--- src/rtl/uart_tx_serializer_pkg.sv ---
// Shared types and helpers for the UART transmit serializer: state encoding,
// oversampling constants and the frame parity function.
package uart_tx_serializer_pkg;

   localparam int TX_OVERSAMPLE = 16;
   localparam int TX_TICK_BITS  = 4;

   typedef enum logic [2:0] {
      ST_IDLE    = 3'd0,
      ST_RD_REQ  = 3'd1,
      ST_RD_WAIT = 3'd2,
      ST_START   = 3'd3,
      ST_DATA    = 3'd4,
      ST_PARITY  = 3'd5,
      ST_STOP    = 3'd6
   } tx_state_t;

   // Parity over the bits that actually go on the line; bit 7 only counts in 8-bit mode.
   function automatic logic tx_parity(input logic [7:0] data,
                                      input logic       bit8,
                                      input logic       odd);
      logic p;
      p = ^data[6:0];
      if (bit8) p = p ^ data[7];
      return p ^ odd;
   endfunction

endpackage

--- src/rtl/uart_tx_bit_timer.sv ---
// Oversample counter for one serial bit: bit_end pulses on the OVERSAMPLE-th
// baud_en after the last clear.
module uart_tx_bit_timer
   import uart_tx_serializer_pkg::*;
#(
   parameter int OVERSAMPLE = TX_OVERSAMPLE,
   parameter int TICK_BITS  = TX_TICK_BITS
) (
   input  logic clock,
   input  logic reset_n,
   input  logic clear,
   input  logic baud_en,
   output logic bit_end
);

   localparam logic [TICK_BITS-1:0] TICK_LAST = TICK_BITS'(OVERSAMPLE - 1);

   logic [TICK_BITS-1:0] tick_cnt;

   assign bit_end = baud_en && !clear && (tick_cnt == TICK_LAST);

   always_ff @(posedge clock or negedge reset_n) begin
      if (!reset_n) begin
         tick_cnt <= '0;
      end else if (clear || bit_end) begin
         tick_cnt <= '0;
      end else if (baud_en) begin
         tick_cnt <= tick_cnt + 1'b1;
      end
   end

endmodule

--- src/rtl/uart_tx_serializer.sv ---
// Drains the TX FIFO one byte per frame and shifts it out on txd as
// start, 7/8 data bits LSB-first, optional parity and one stop bit.
module uart_tx_serializer
   import uart_tx_serializer_pkg::*;
#(
   parameter int FIFO_RD_LATENCY = 2,
   parameter int OVERSAMPLE      = TX_OVERSAMPLE,
   parameter int TICK_BITS       = TX_TICK_BITS
) (
   input  logic       clock,
   input  logic       reset_n,
   input  logic       baud_en,
   input  logic       bit8,
   input  logic       parity_en,
   input  logic       odd_n_even,
   input  logic       fifo_empty,
   input  logic [7:0] fifo_data,
   output logic       fifo_read_n,
   output logic       txd,
   output logic       tx_busy
);

   localparam int WAIT_BITS = (FIFO_RD_LATENCY > 1) ? $clog2(FIFO_RD_LATENCY) : 1;
   localparam logic [WAIT_BITS-1:0] WAIT_LAST = WAIT_BITS'(FIFO_RD_LATENCY - 1);

   tx_state_t            state;
   logic [WAIT_BITS-1:0] wait_cnt;
   logic [2:0]           bit_cnt;
   logic [7:0]           shift;
   logic                 cfg_bit8;
   logic                 cfg_parity_en;
   logic                 par_bit;
   logic                 timer_clear;
   logic                 bit_end;
   logic [2:0]           last_bit;

   // The bit timer only runs while a serial bit is on the line.
   assign timer_clear = (state == ST_IDLE) || (state == ST_RD_REQ) || (state == ST_RD_WAIT);
   assign last_bit    = cfg_bit8 ? 3'd7 : 3'd6;
   assign tx_busy     = (state != ST_IDLE);

   uart_tx_bit_timer #(
      .OVERSAMPLE (OVERSAMPLE),
      .TICK_BITS  (TICK_BITS)
   ) u_bit_timer (
      .clock   (clock),
      .reset_n (reset_n),
      .clear   (timer_clear),
      .baud_en (baud_en),
      .bit_end (bit_end)
   );

   always_ff @(posedge clock or negedge reset_n) begin
      if (!reset_n) begin
         state         <= ST_IDLE;
         txd           <= 1'b1;
         fifo_read_n   <= 1'b1;
         wait_cnt      <= '0;
         bit_cnt       <= '0;
         shift         <= '0;
         cfg_bit8      <= 1'b0;
         cfg_parity_en <= 1'b0;
         par_bit       <= 1'b0;
      end else begin
         fifo_read_n <= 1'b1;
         case (state)
            ST_IDLE: begin
               if (!fifo_empty) begin
                  state       <= ST_RD_REQ;
                  fifo_read_n <= 1'b0;
               end
            end
            ST_RD_REQ: begin
               state    <= ST_RD_WAIT;
               wait_cnt <= '0;
            end
            ST_RD_WAIT: begin
               // Data and line configuration are frozen here for the whole frame.
               if (wait_cnt == WAIT_LAST) begin
                  shift         <= fifo_data;
                  cfg_bit8      <= bit8;
                  cfg_parity_en <= parity_en;
                  par_bit       <= tx_parity(fifo_data, bit8, odd_n_even);
                  txd           <= 1'b0;
                  state         <= ST_START;
               end else begin
                  wait_cnt <= wait_cnt + 1'b1;
               end
            end
            ST_START: begin
               if (bit_end) begin
                  state   <= ST_DATA;
                  bit_cnt <= '0;
                  txd     <= shift[0];
               end
            end
            ST_DATA: begin
               if (bit_end) begin
                  if (bit_cnt == last_bit) begin
                     if (cfg_parity_en) begin
                        state <= ST_PARITY;
                        txd   <= par_bit;
                     end else begin
                        state <= ST_STOP;
                        txd   <= 1'b1;
                     end
                  end else begin
                     bit_cnt <= bit_cnt + 1'b1;
                     shift   <= {1'b0, shift[7:1]};
                     txd     <= shift[1];
                  end
               end
            end
            ST_PARITY: begin
               if (bit_end) begin
                  state <= ST_STOP;
                  txd   <= 1'b1;
               end
            end
            ST_STOP: begin
               if (bit_end) state <= ST_IDLE;
            end
            default: begin
               state <= ST_IDLE;
               txd   <= 1'b1;
            end
         endcase
      end
   end

endmodule
--- config.mk ---
export PLATFORM = sky130hd
export DESIGN_NAME = uart_tx_serializer
export DESIGN_NICKNAME = d
export VERILOG_FILES = /design/src/rtl/uart_tx_serializer_pkg.sv /design/src/rtl/uart_tx_bit_timer.sv /design/src/rtl/uart_tx_serializer.sv
export SDC_FILE = /design/constraint.sdc
export NUM_CORES = 1
export LEC_CHECK = 0
export CAP_MARGIN = 10
export CORE_ASPECT_RATIO = 0.8
export CORE_MARGIN = 2
export CORE_UTILIZATION = 24
export CTS_CLUSTER_DIAMETER = 120
export DETAILED_ROUTE_END_ITERATION = 8
export PLACE_DENSITY = 0.44
export SYNTH_ARGS = -nofsm -noshare
export SYNTH_HDL_FRONTEND = slang
export SYNTH_SLANG_ARGS = --single-unit
--- constraint.sdc ---
create_clock -name clock -period 2.06 [get_ports clock]
set_input_delay 0.412 -clock clock [delete_from_list [all_inputs] [get_ports clock]]
set_output_delay 0.412 -clock clock [all_outputs]
set_load 0.1 [all_outputs]
Word level (Yosys, flattened, before mapping)
Index checks and enable logic that the tools add are counted. W data, S select, Z words.

Register bits: 24. Output and inout bits: 3. Bits of input ports: 15.

Add/sub/neg operators: 3. Equal/unequal tests: 16. Mux-type cells: 33. Reduce and logical (&&, ||, !) cells: 19. Bitwise logic cells: 3.

Operators with widths (number): $mux W3 (9); $mux W8 (3); $pmux W3 S7 (1); $pmux W8 S2 (1); $mux W1 (13); $eq A3 B3 Y1 const B (3); $mux W4 (2); $ne A2 B1 Y1 const B (4); $ne A2 B2 Y1 const B (4); $reduce_and A4 Y1 (2); $reduce_bool A2 Y1 (4); $reduce_and A7 Y1 (1); $reduce_xor A7 Y1 (1); $eq A3 B2 Y1 const B (2); $pmux W3 S2 (1); $pmux W1 S5 (1); $reduce_and A5 Y1 (1); $add A4 B1 Y4 const B (1); $eq A4 B4 Y1 const B (1); $add A3 B1 Y3 const B (1); $eq A3 B1 Y1 const B (1); $eq A3 B3 Y1 (1); $logic_not A3 Y1 (1); $logic_or A1 B1 Y1 (3); 10 further kinds (12).

Depth between registers and ports, before layout
Gate-level depths: netlist of the first run.

Word-level depth: 8. Depth in mapped cells: 6. Mapped depth without buffers: 5.

Cells and area by module
A second synthesis of the first run with hierarchy kept.

Cell total of the unflattened synthesis: 132. Area total of the unflattened synthesis: 1390.1 um^2.

Modules (own cells, without submodules): uart_tx_serializer (sequential area each 503.0 um^2, cells an instance 111, times used 1, area each 1186.1 um^2); uart_tx_bit_timer (sequential area each 100.1 um^2, cells an instance 21, times used 1, area each 203.9 um^2).

Least setup slack after synthesis of the first run
OpenSTA, ideal clock, no wires.

Kind: register -> register. Start: reg u_bit_timer.tick_cnt[0]. End: reg state[0]. Arrival time: 1768 ps. Cell stages (with the launch flop): 7. Data required time: 1932 ps. Path buffers: 1. Setup slack: 164 ps. Clock period less this slack: 1896 ps. Library setup time: 128 ps. Cell sequence: dfrtp_1 > ha_1 > and4_1 > buf_6 > a211o_1 > a311oi_2 > mux2_1.

Longest elaborated chain between the ends: 4. Elaborated cells between the ends (all ways): 7. Classes of those cells: eq/ne (5); reduce/logical (2).

Ends and longest elaborated chain: from (decl) (line uart_tx_bit_timer.sv:18) `logic [TICK_BITS-1:0] tick_cnt;`; from (signal assigned) (line uart_tx_bit_timer.sv:28) `tick_cnt <= tick_cnt + 1'b1;`; $eq A4 B4 Y1 (*) (line uart_tx_bit_timer.sv:20) `assign bit_end = baud_en && !clear && (tick_cnt == TICK_LAST);`; $logic_and A1 B1 Y1 (*) (line uart_tx_bit_timer.sv:20); $ne A2 B1 Y1 (no line); $reduce_and A7 Y1 (no line) (*); to (signal assigned) (line uart_tx_serializer.sv:55) `state <= ST_IDLE;`; to (signal assigned) (line uart_tx_serializer.sv:69) `state <= ST_RD_REQ;`; to (signal assigned) (line uart_tx_serializer.sv:74) `state <= ST_RD_WAIT;`; to (decl) (line uart_tx_serializer.sv:26) `tx_state_t state;`.

Mark *: on every way between the ends. The rest lies on a longest branch, timed or not. A chain may end at the register's enable or synchronous reset.

Final worst setup path of the first run
Start: reg state[1]. End: out tx_busy.

Longest elaborated chain between the ends: 1.

Ends and longest elaborated chain: $reduce_bool A3 Y1 (line uart_tx_serializer.sv:40) `assign tx_busy = (state != ST_IDLE);`; to (decl) (line uart_tx_serializer.sv:20) `output logic tx_busy`.

Every way passes these cells.

==> flow_summary.toml, run 1 <==
[setup_path]
crit_slowest_cell = "sky130_fd_sc_hd__dfrtp_1"
slowest_delay_ps = 500
worstPathCellList = "buf_4 > or3_1 > buf_12"
worstPathBufferInverterCount = 2
worst_setup_path_end_kind = "output pin"
crit_required_ps = 1650
critical_path.max_fanout = 10
worstSetupStartpointType = "register"
path_delay_family = "flip-flops"
cp_data_arrival_time_ps = 1530
crit_type = "register to output pin"

[logic_synthesis]
async_reset_ff_frac = 1.00
yosys.area_share.simple = 0.116
synth_top_family_by_area = "multiplexers"
complex_gate_fraction_of_the_synthesized_area = 0.143
synth_nets = 144
synth-main-ff-cell = "sky130_fd_sc_hd__dfrtp_1"
yosys_register_bits = 24
gate_count_after_technology_mapping = 127
synth_area_per_cell_sq_um = 11.4
netlist-cell-type-count = 44
adder_cell_fraction_of_synth_area = 0.0173
sequential_area_share_after_synthesis = 0.417
synth_enable_flop_cells = 0
summed_instance_area_of_the_synthesized_netlist_sq_um = 1450
yosysWarningCount = 0
synth.area.mux_share = 0.179
yosys.area_share.xor_xnor = 0.0761

[floorplan]
core-area_sq_um = 5880
die_height_um = 73.5
die_area_sq_um = 6670
io-pin-count = 18
die_x_um = 90.8
effective_utilization_at_floorplan = 0.246
row_count = 25

[clock_tree]
htree_num_levels = 1
max-clock-path-buffers = 2
post_cts_resize_count = 0
clk_pin_slew_ps = 90
tritoncts = "yes"
worstSkewPairLatency_ps = 270
cts_hold_repair.buffers = 0
cts.sinks = 24
cts_root_buf = "sky130_fd_sc_hd__clkbuf_8"
cts_made_buffers = 3
postCtsSetupRepairBufs = 0

[detailed_routing]
met2_wirelength_um = 1310
drc_errors = 0
route.top_layer_used = "met4"
detail-route-antenna-nets = 0
post_route_met1_wirelength_um = 1460
detailedRoute.firstPassIterationCount = 4
wl_per_cell_um = 12.3
vias_per_cell = 4.37
routed_wl_um = 2900
drt_iter0_markers = 31
met3WireLength_um = 95
vias = 1028

[timing]
post-route-min-period_ps = 1940
fin_setup_tns_ps = 0
final.setup_skew_ps = 3.17
timing_worst_slew_pin_value_ps = 382
finalHoldViolations = 0
worst_slew_margin = 0.744
final-setup-viol-count = 0
worst_hold_slack_ps = 501
timing_max_transition_violations_final = 0
achievable-frequency_ghz = 0.516
final.period_utilization = 0.941
rsz0062_at_grt = "no"

[outcome]
outcome = "finished, final reports clean"

[placed_design]
gpl.final_weighted_congestion = 0.794
dp.final_hpwl_um = 2240
port-buffer-count = 17

[worst_hold_path]
hold_path.class = "input port to async pin"

[run]
cap_violations = 0

[global_route]
largest_net_degree_at_the_start_of_global_routing = 25
first_pass_grt_wire_length_um = 5040
antenna_found_initial = 0
number_of_global_route_vias_before_repair = 1059
grt_use_total = 0.0960
globalRouteOverflowTotal = 0

[layout]
post_route_cells_drive_above_1_share = 0.299
num-nets-final = 172
flow.area_growth_from_synthesis_pct = 28.3
highest_count_cells_in_the_layout_ignoring_fill_and_taps = "sky130_fd_sc_hd__dfrtp_1, sky130_fd_sc_hd__clkdlybuf4s50_1, sky130_fd_sc_hd__buf_4, sky130_fd_sc_hd__mux2_2, sky130_fd_sc_hd__nor2_1"
mostFrequentLayoutCell = "sky130_fd_sc_hd__dfrtp_1"
utilization = 0.316
ant_diodes = 0

[power]
total_power_uw = 2260
powerDensity_nw_per_um2 = 1220
max_vdd_drop_v = 0.000329
static-leakage-power_uw = 0.000777
-- synthesized netlist by cell type (all sizes together), types with 2 or more instances --
cell    instances  area share
a21oi           3       0.010
a22oi           2       0.020
a32o            2       0.014
buf             6       0.035
dfrtp          22        0.38
dfstp           2       0.036
ha              2       0.017
inv             7       0.018
mux2           18        0.16
mux2i           3       0.021
nand2           8       0.021
nand4           2      0.0086
nor2            9       0.023
nor3b           2       0.018
o21ai           8       0.030
o21bai          2       0.010
xnor2           6       0.036
xor2            4       0.024
-- cell families after synthesis --
logic type / Yosys count
multiplexers: 21
AO/OA/AOI/OAI: 26
flip-flops: 24
adder cells (fa/ha/maj): 2
XOR/XNOR: 11
AND/OR/NAND/NOR: 30
buffers and inverters: 13
-- where the power goes --
group	switching (uW)	internal, uW	leakage [uW]	total [uW]
clock network	157	171	0.0000288	328
logic	506	625	0.000467	1130
registers	153	646	0.000281	799
total	816	1440	0.000777	2260
-- sequential cells by signal (all words and copies together) (netlist names) --
| signal | flops |
|---|---|
| cfg_bit8 | 1 |
| cfg_parity_en | 1 |
| u_bit_timer.tick_cnt | 4 |
| bit_cnt | 3 |
| shift | 8 |
| state | 3 |
| par_bit | 1 |
| fifo_read_n | 1 |
| wait_cnt | 1 |
| txd | 1 |
-- final cells by class --
class	count	area [sq um]
inverter	7	26.3
tap	81	101
timing repair buffer	29	303
clock buffer	4	55.1
sequential	24	603
multi-input combinational	90	768
fill	644	4020
-- metrics by stage --
| step | cell area [sq um] | std cells | setup slack (ps) |
|---|---|---|---|
| finish | 1860 | 235 | 121 |
| global placement | 1800 | 231 | -17.4 |
| floorplan | 1450 | 127 | 164 |
| CTS | 1860 | 235 | 109 |
| global route | 1860 | 235 | 63.7 |
| detailed placement | 1800 | 231 | -39.4 |
-- worst paths after layout --
kind                                         startpoint       end  slack, ps  cells after the start
worst max-delay path                           state[1]   tx_busy        120                      3
worst min-delay path                            reset_n  state[1]        500                      2
worst max register to register  u_bit_timer.tick_cnt[0]  state[0]        200                      5
worst min register to register                  par_bit   par_bit        510                      2
max in group asynchronous                       reset_n       txd       1270                      2
min in group clock                              par_bit   par_bit        510                      2
-- layer usage --
metal,vias to the layer above,GRT usage
met1,506,0.126
met2,13,0.156
li1,507,-
met3,2,0.0236
met4,0,0.0354
met5,-,0
-- worst reg2reg max path, delay by kind of cell, from the launching register on --
kind,cells,cell delay (ps)
AO/OA/AOI/OAI,2,590
adder cells (fa/ha/maj),1,230
flip-flops,1,410
multiplexers,1,340
AND/OR/NAND/NOR,1,170
No activity file was read; power rests on OpenSTA's default activity.
==> run 2, diff against run 1 <==
--- a/config.mk
+++ b/config.mk
@@ -5,6 +5,7 @@
 export SDC_FILE = /design/constraint.sdc
 export NUM_CORES = 1
 export LEC_CHECK = 0
+export ABC_CLOCK_PERIOD_IN_PS = 2060
 export CAP_MARGIN = 10
 export CORE_ASPECT_RATIO = 0.8
 export CORE_MARGIN = 2
==> results of run 2 <==
Final layout, timing and power as in run 1 (identical DEF).
